### config.mk
export PLATFORM = sky130hd
export DESIGN_NAME = ram_b_arbiter_flat
export DESIGN_NICKNAME = d
export VERILOG_FILES = /design/src/rtl/ram_b_pkg.sv /design/src/rtl/ram_b_arbiter_if.sv /design/src/rtl/ram_b_byte_merge.sv /design/src/rtl/ram_b_arbiter.sv /design/src/flat_wrapper.sv
export SDC_FILE = /design/constraint.sdc
export NUM_CORES = 1
export LEC_CHECK = 0
export CAP_MARGIN = 5
export CORE_MARGIN = 3
export CORE_UTILIZATION = 46
export DETAILED_ROUTE_END_ITERATION = 8
export GPL_ROUTABILITY_DRIVEN = 0
export HOLD_SLACK_MARGIN = 0.12
export PLACE_DENSITY = 0.8
export SLEW_MARGIN = 20
export SYNTH_ARGS = -nofsm -noshare
export SYNTH_HDL_FRONTEND = slang
export SYNTH_SLANG_ARGS = --single-unit
export TNS_END_PERCENT = 20
### constraint.sdc
create_clock -name clk -period 6.1 [get_ports clk]
set_input_delay 1.22 -clock clk [delete_from_list [all_inputs] [get_ports clk]]
set_output_delay 1.22 -clock clk [all_outputs]
set_load 0.05 [all_outputs]
### src/rtl/ram_b_pkg.sv
// Shared types and constants for the RAM_B two-port arbiter.
package ram_b_pkg;

  // Word address width (byte address bits [7:2]) and data width of RAM_B.
  localparam int AW = 6;
  localparam int DW = 32;
  localparam int NB = DW / 8;

  localparam logic [NB-1:0] BE_FULL = 4'b1111;
  localparam logic [NB-1:0] BE_NONE = 4'b0000;

  typedef enum logic [2:0] {
    IDLE,
    RD_ADDR,
    RD_DATA,
    RMW_ADDR,
    RMW_MERGE,
    WR,
    NOP_ACK
  } state_t;

  // Identifies a requester: 0 or 1.
  typedef logic port_t;

  // The port that gets priority after a grant to p.
  function automatic port_t other_port(input port_t p);
    return ~p;
  endfunction

endpackage

### src/rtl/ram_b_arbiter_if.sv
// Requester and RAM_B signals of the arbiter bundled as one interface.
// slave is the arbiter's view; master is the view of everything around it.
interface ram_b_arbiter_if;
  import ram_b_pkg::*;

  logic          req0, req1;
  logic          we0, we1;
  logic [AW-1:0] addr0, addr1;
  logic [NB-1:0] be0, be1;
  logic [DW-1:0] wdata0, wdata1;
  logic          ack0, ack1;
  logic [DW-1:0] rdata0, rdata1;
  logic          busy;
  logic          mem_write;
  logic [AW-1:0] mem_addr;
  logic [DW-1:0] m_w_data;
  logic [DW-1:0] m_r_data;

  modport slave (
    input  req0, req1, we0, we1, addr0, addr1, be0, be1, wdata0, wdata1,
    input  m_r_data,
    output ack0, ack1, rdata0, rdata1, busy, mem_write, mem_addr, m_w_data
  );

  modport master (
    output req0, req1, we0, we1, addr0, addr1, be0, be1, wdata0, wdata1,
    output m_r_data,
    input  ack0, ack1, rdata0, rdata1, busy, mem_write, mem_addr, m_w_data
  );

endinterface

### src/rtl/ram_b_byte_merge.sv
// Byte-lane merge for read-modify-write: lanes with be set come from
// new_word, the rest keep old_word.
module ram_b_byte_merge
  import ram_b_pkg::*;
(
  input  logic [DW-1:0] old_word,
  input  logic [DW-1:0] new_word,
  input  logic [NB-1:0] be,
  output logic [DW-1:0] merged
);

  for (genvar gi = 0; gi < NB; gi++) begin : g_lane
    assign merged[8*gi +: 8] = be[gi] ? new_word[8*gi +: 8] : old_word[8*gi +: 8];
  end

endmodule

### src/rtl/ram_b_arbiter.sv
// Round-robin arbiter sharing the single-port RAM_B between two requesters.
// Partial writes are read-modify-write because RAM_B has a single wea bit.
module ram_b_arbiter
  import ram_b_pkg::*;
(
  input  logic           clk,
  input  logic           rst,
  ram_b_arbiter_if.slave bus
);

  state_t                 state;
  port_t                  ptr;
  port_t                  owner;
  logic [NB-1:0]          op_be;
  logic [DW-1:0]          op_wdata;
  logic [1:0]             ack_reg;
  logic [1:0][DW-1:0]     rdata_reg;
  logic                   mem_write_reg;
  logic [AW-1:0]          mem_addr_reg;
  logic [DW-1:0]          m_w_data_reg;

  logic                   grant_valid;
  port_t                  winner;
  logic                   sel_we;
  logic [AW-1:0]          sel_addr;
  logic [NB-1:0]          sel_be;
  logic [DW-1:0]          sel_wdata;
  logic [DW-1:0]          merged;

  // Pick the winner among the current requesters and mux its request fields.
  always_comb begin
    grant_valid = bus.req0 | bus.req1;
    if (bus.req0 && bus.req1) begin
      winner = ptr;
    end else if (bus.req1) begin
      winner = 1'b1;
    end else begin
      winner = 1'b0;
    end
    sel_we    = winner ? bus.we1    : bus.we0;
    sel_addr  = winner ? bus.addr1  : bus.addr0;
    sel_be    = winner ? bus.be1    : bus.be0;
    sel_wdata = winner ? bus.wdata1 : bus.wdata0;
  end

  ram_b_byte_merge u_merge (
    .old_word (bus.m_r_data),
    .new_word (op_wdata),
    .be       (op_be),
    .merged   (merged)
  );

  // Arbiter FSM: grant in IDLE, sequence the RAM access, pulse the owner's ack.
  always_ff @(posedge clk or posedge rst) begin
    if (rst) begin
      state         <= IDLE;
      ptr           <= 1'b0;
      owner         <= 1'b0;
      op_be         <= '0;
      op_wdata      <= '0;
      ack_reg       <= '0;
      rdata_reg     <= '0;
      mem_write_reg <= 1'b0;
      mem_addr_reg  <= '0;
      m_w_data_reg  <= '0;
    end else begin
      ack_reg       <= '0;
      mem_write_reg <= 1'b0;
      case (state)
        IDLE: begin
          if (grant_valid) begin
            owner        <= winner;
            ptr          <= other_port(winner);
            op_be        <= sel_be;
            op_wdata     <= sel_wdata;
            mem_addr_reg <= sel_addr;
            if (!sel_we) begin
              state <= RD_ADDR;
            end else if (sel_be == BE_FULL) begin
              // Whole word: write straight away, no read needed.
              state           <= WR;
              mem_write_reg   <= 1'b1;
              m_w_data_reg    <= sel_wdata;
              ack_reg[winner] <= 1'b1;
            end else if (sel_be == BE_NONE) begin
              state           <= NOP_ACK;
              ack_reg[winner] <= 1'b1;
            end else begin
              state <= RMW_ADDR;
            end
          end
        end
        RD_ADDR: begin
          // RAM samples mem_addr at this edge; data shows up in RD_DATA.
          ack_reg[owner] <= 1'b1;
          state          <= RD_DATA;
        end
        RD_DATA: begin
          rdata_reg[owner] <= bus.m_r_data;
          state            <= IDLE;
        end
        RMW_ADDR: begin
          state <= RMW_MERGE;
        end
        RMW_MERGE: begin
          m_w_data_reg   <= merged;
          mem_write_reg  <= 1'b1;
          ack_reg[owner] <= 1'b1;
          state          <= WR;
        end
        WR, NOP_ACK: begin
          state <= IDLE;
        end
        default: begin
          state <= IDLE;
        end
      endcase
    end
  end

  // Read data is forwarded straight from RAM_B in the ack cycle, then held.
  assign bus.rdata0 = (state == RD_DATA && owner == 1'b0) ? bus.m_r_data : rdata_reg[0];
  assign bus.rdata1 = (state == RD_DATA && owner == 1'b1) ? bus.m_r_data : rdata_reg[1];

  assign bus.ack0      = ack_reg[0];
  assign bus.ack1      = ack_reg[1];
  assign bus.busy      = (state != IDLE);
  assign bus.mem_write = mem_write_reg;
  assign bus.mem_addr  = mem_addr_reg;
  assign bus.m_w_data  = m_w_data_reg;

endmodule

### src/flat_wrapper.sv
// flat-port wrapper written by rule: the top's interface ports become plain ports
module ram_b_arbiter_flat import ram_b_pkg::*;
  (clk, rst, bus_req0, bus_req1, bus_we0, bus_we1, bus_addr0, bus_addr1, bus_be0, bus_be1, bus_wdata0, bus_wdata1, bus_m_r_data, bus_ack0, bus_ack1, bus_rdata0, bus_rdata1, bus_busy, bus_mem_write, bus_mem_addr, bus_m_w_data);
  ram_b_arbiter_if bus_i ();
  input  logic clk;
  input  logic rst;
  input wire logic [$bits(bus_i.req0)-1:0] bus_req0;
  input wire logic [$bits(bus_i.req1)-1:0] bus_req1;
  input wire logic [$bits(bus_i.we0)-1:0] bus_we0;
  input wire logic [$bits(bus_i.we1)-1:0] bus_we1;
  input wire logic [$bits(bus_i.addr0)-1:0] bus_addr0;
  input wire logic [$bits(bus_i.addr1)-1:0] bus_addr1;
  input wire logic [$bits(bus_i.be0)-1:0] bus_be0;
  input wire logic [$bits(bus_i.be1)-1:0] bus_be1;
  input wire logic [$bits(bus_i.wdata0)-1:0] bus_wdata0;
  input wire logic [$bits(bus_i.wdata1)-1:0] bus_wdata1;
  input wire logic [$bits(bus_i.m_r_data)-1:0] bus_m_r_data;
  output wire logic [$bits(bus_i.ack0)-1:0] bus_ack0;
  output wire logic [$bits(bus_i.ack1)-1:0] bus_ack1;
  output wire logic [$bits(bus_i.rdata0)-1:0] bus_rdata0;
  output wire logic [$bits(bus_i.rdata1)-1:0] bus_rdata1;
  output wire logic [$bits(bus_i.busy)-1:0] bus_busy;
  output wire logic [$bits(bus_i.mem_write)-1:0] bus_mem_write;
  output wire logic [$bits(bus_i.mem_addr)-1:0] bus_mem_addr;
  output wire logic [$bits(bus_i.m_w_data)-1:0] bus_m_w_data;
  assign bus_i.req0 = bus_req0;
  assign bus_i.req1 = bus_req1;
  assign bus_i.we0 = bus_we0;
  assign bus_i.we1 = bus_we1;
  assign bus_i.addr0 = bus_addr0;
  assign bus_i.addr1 = bus_addr1;
  assign bus_i.be0 = bus_be0;
  assign bus_i.be1 = bus_be1;
  assign bus_i.wdata0 = bus_wdata0;
  assign bus_i.wdata1 = bus_wdata1;
  assign bus_i.m_r_data = bus_m_r_data;
  assign bus_ack0 = bus_i.ack0;
  assign bus_ack1 = bus_i.ack1;
  assign bus_rdata0 = bus_i.rdata0;
  assign bus_rdata1 = bus_i.rdata1;
  assign bus_busy = bus_i.busy;
  assign bus_mem_write = bus_i.mem_write;
  assign bus_mem_addr = bus_i.mem_addr;
  assign bus_m_w_data = bus_i.m_w_data;
  ram_b_arbiter u_core (.clk(clk), .rst(rst), .bus(bus_i));
endmodule
==> flow_metrics.tcl <==
set metrics [dict create \
    io_buffers 227 \
    hold_buffers 0 \
    row_count 43 \
    outcome "completed" \
    cts.htree.levels 4 \
    synth_edf_count 0 \
    core_area_um2 14200 \
    vias 5124 \
    numPlacedInstances 893 \
    max-slew-margin-rel 0.301 \
    worstPathArrival_ns 3.55 \
    crit_family "buffers and inverters" \
    n_antenna_cell 0 \
    crit_end "bus_rdata0[15]" \
    final_cells 925 \
    yosysSeqAreaShare 0.535 \
    die_x_um 128 \
    ys_types 42 \
    nFillCells 1018 \
    syn-num-nets 644 \
    reg2reg_depth 4 \
    antenna_left 0 \
    detail_route.wl_per_cell_um 19.7 \
    hold_violations 0 \
    power-per-cell-area_nw_per_um2 660 \
    yosys-top-cells-count "dfrtp_1 (146), mux2_2 (128), nand2_1 (48), mux2i_1 (36), nand3_1 (33)" \
    design_area_um2 9820 \
    post-route-period-util 0.782 \
    viasPerCell 5.54 \
    max_cap_violations 0 \
    cts_buffer_depth 2 \
    fin_tns_setup_ns 0 \
    path_buf_inv 2 \
    final_layout_size_suffix_gt1_frac 0.262 \
    path_cells "nor4b_4, buf_4, mux2_2, clkdlybuf4s50_1" \
    avgSynthCellArea_um2 13.1 \
    synthArstFlopShare 1.00 \
    crit_slowest_cell "nor4b_4" \
    clkLatencyLatePin_ns 0.43 \
    rsz0062_at_grt "no" \
    grt_pass1_wl_um 29700 \
    die_area_um2 16300 \
    grt_pass1_vias 5601 \
    drc 0 \
    largest_reg_flops 64 \
    cts_root_buf "clkbuf_16" \
    grtUsageTotal 0.232 \
    synth-main-ff-cell "dfrtp_1" \
    yosysTopAreaCell "dfrtp_1" \
    p_leak_nw 4.04 \
    max_clock_freq_mhz 210 \
    overflow 0 \
    synth_warnings 0 \
    placed_cell_area_um2 9170 \
    rrSetupSlack_ns 3.36 \
    cp-end-kind "output pin" \
    wirelength_um 18200 \
    dieHeight_um 128 \
    tightest_slew_ns 1.04 \
    ys_ff_latch 146 \
    cts_resized 0 \
    cts.sinks 146 \
    num-nets-final 854 \
    final.setup_skew_ns 0.00736 \
    hold_path_class "flip-flop to flip-flop" \
    finalCriticalPeriod_ns 4.77 \
    dpl.hpwl_um 12700 \
    cts_tree "yes" \
    setup_viol 0 \
    vdd_ir_drop_max_v 0.000453 \
    yosysMostFrequentCell "dfrtp_1" \
    cp-startpoint "u_core.state[2]" \
    syn_area_um2 6830 \
    firstDrtPassIters 4 \
    cts_setup_buffers 0 \
    crit_cells 4 \
    critPathMaxStageDelay_ns 0.98 \
    cts-buffers-inserted 17 \
    cp_max_fo 18 \
    worstSetupStartpointType "flip-flop" \
    critPathRequiredTime_ns 4.88 \
    r2r_end "u_core.op_wdata[31]" \
    r2r_start "u_core.state[2]" \
    grt_max_degree 103 \
    initial_core_util 0.481 \
    clk_pin_slew_ns 0.06 \
    synth_area_leaders "dfrtp_1 (54%), mux2_2 (21%), mux2i_1 (5.3%)" \
    drt_iter0_drc 218 \
    synthCells 522 \
    hold-path-cell-count 1 \
    slew_viol_final 0 \
    synth.top_cell.area_share 0.535 \
    syn_to_final_growth_pct 43.8 \
    antenna_found_initial 0 \
    boundaryPins 228 \
    setup.worst_path.class "flip-flop to output pin" \
]
[worst register-to-register path, cell delays in order, from the launching register on]
cell	delay, ns
dfrtp_1	0.58
or3_4	0.44
nor2_4	0.70
buf_4	0.49
mux2_2	0.42
[how the worst min path moves through the flow]
stage          slack [ns]                 start                    to
2_1_floorplan        0.48   u_core.op_wdata[10]   u_core.op_wdata[10]
3_3_place_gp         0.47  u_core.rdata_reg[56]  u_core.rdata_reg[56]
3_5_place_dp         0.47  u_core.rdata_reg[56]  u_core.rdata_reg[56]
4_1_cts              0.49  u_core.rdata_reg[56]  u_core.rdata_reg[56]
5_1_grt              0.50  u_core.rdata_reg[40]  u_core.rdata_reg[40]
6_report             0.49  u_core.rdata_reg[56]  u_core.rdata_reg[56]
[final cells by class]
| type | instances | area, um^2 | area share |
|---|---|---|---|
| inverter | 1 | 8.76 | 0.000892 |
| multi-input combinational | 333 | 2980 | 0.303 |
| tap | 180 | 225 | 0.0229 |
| sequential | 146 | 3650 | 0.372 |
| clock inverter | 15 | 209 | 0.0213 |
| timing repair buffer | 233 | 2320 | 0.236 |
| clock buffer | 17 | 425 | 0.0433 |
[kinds of logic after synthesis]
logic type,Yosys count,synth area share
and+or+nand+nor,111,0.0763
AOI/OAI and AO/OA,56,0.0845
buffers and inverters,43,0.0370
muxes,165,0.266
xor gates and xnor gates,1,0.00128
DFF,146,0.535
[through the flow]
stage	total power [mW]	setup slack [ns]	utilization	hold slack (ns)
floorplan	4.26	0.957	-	0.480
global placement	5.30	1.87	0.645	0.466
detailed placement	5.40	1.79	0.645	0.472
CTS	6.53	1.32	0.690	0.491
global route	6.78	1.16	0.691	0.505
finish	6.48	1.33	0.691	0.488
[routing by layer]
metal | routed length, um | GRT usage | up-vias
li1 | - | - | 2341
met1 | 7370 | 0.283 | 2582
met2 | 9310 | 0.397 | 174
met3 | 1130 | 0.0579 | 27
met4 | 406 | 0.0918 | 0
met5 | 0 | 0 | -
[cells in the final DEF, fill, tap and decap left out, drive strengths merged, types with 2 or more instances in the layout]
cell and instances:
a21oi 5, dfrtp 146, clkinvlp 8, buf 6
clkbuf 17, and4 2, inv 3, or3 3
nand3 33, nor2 15, bufinv 4, mux2i 36
nand2 49, nor4 2, a31oi 8, clkdlybuf4s50 227
o221ai 32, mux2 129
[where the power goes]
part | leakage [nW] | internal, mW | switching, mW
combinational | 2.01 | 1.39 | 2.24
sequential | 1.74 | 1.46 | 0.275
clock | 0.282 | 0.688 | 0.426
Power figures use the tool's default switching activity.
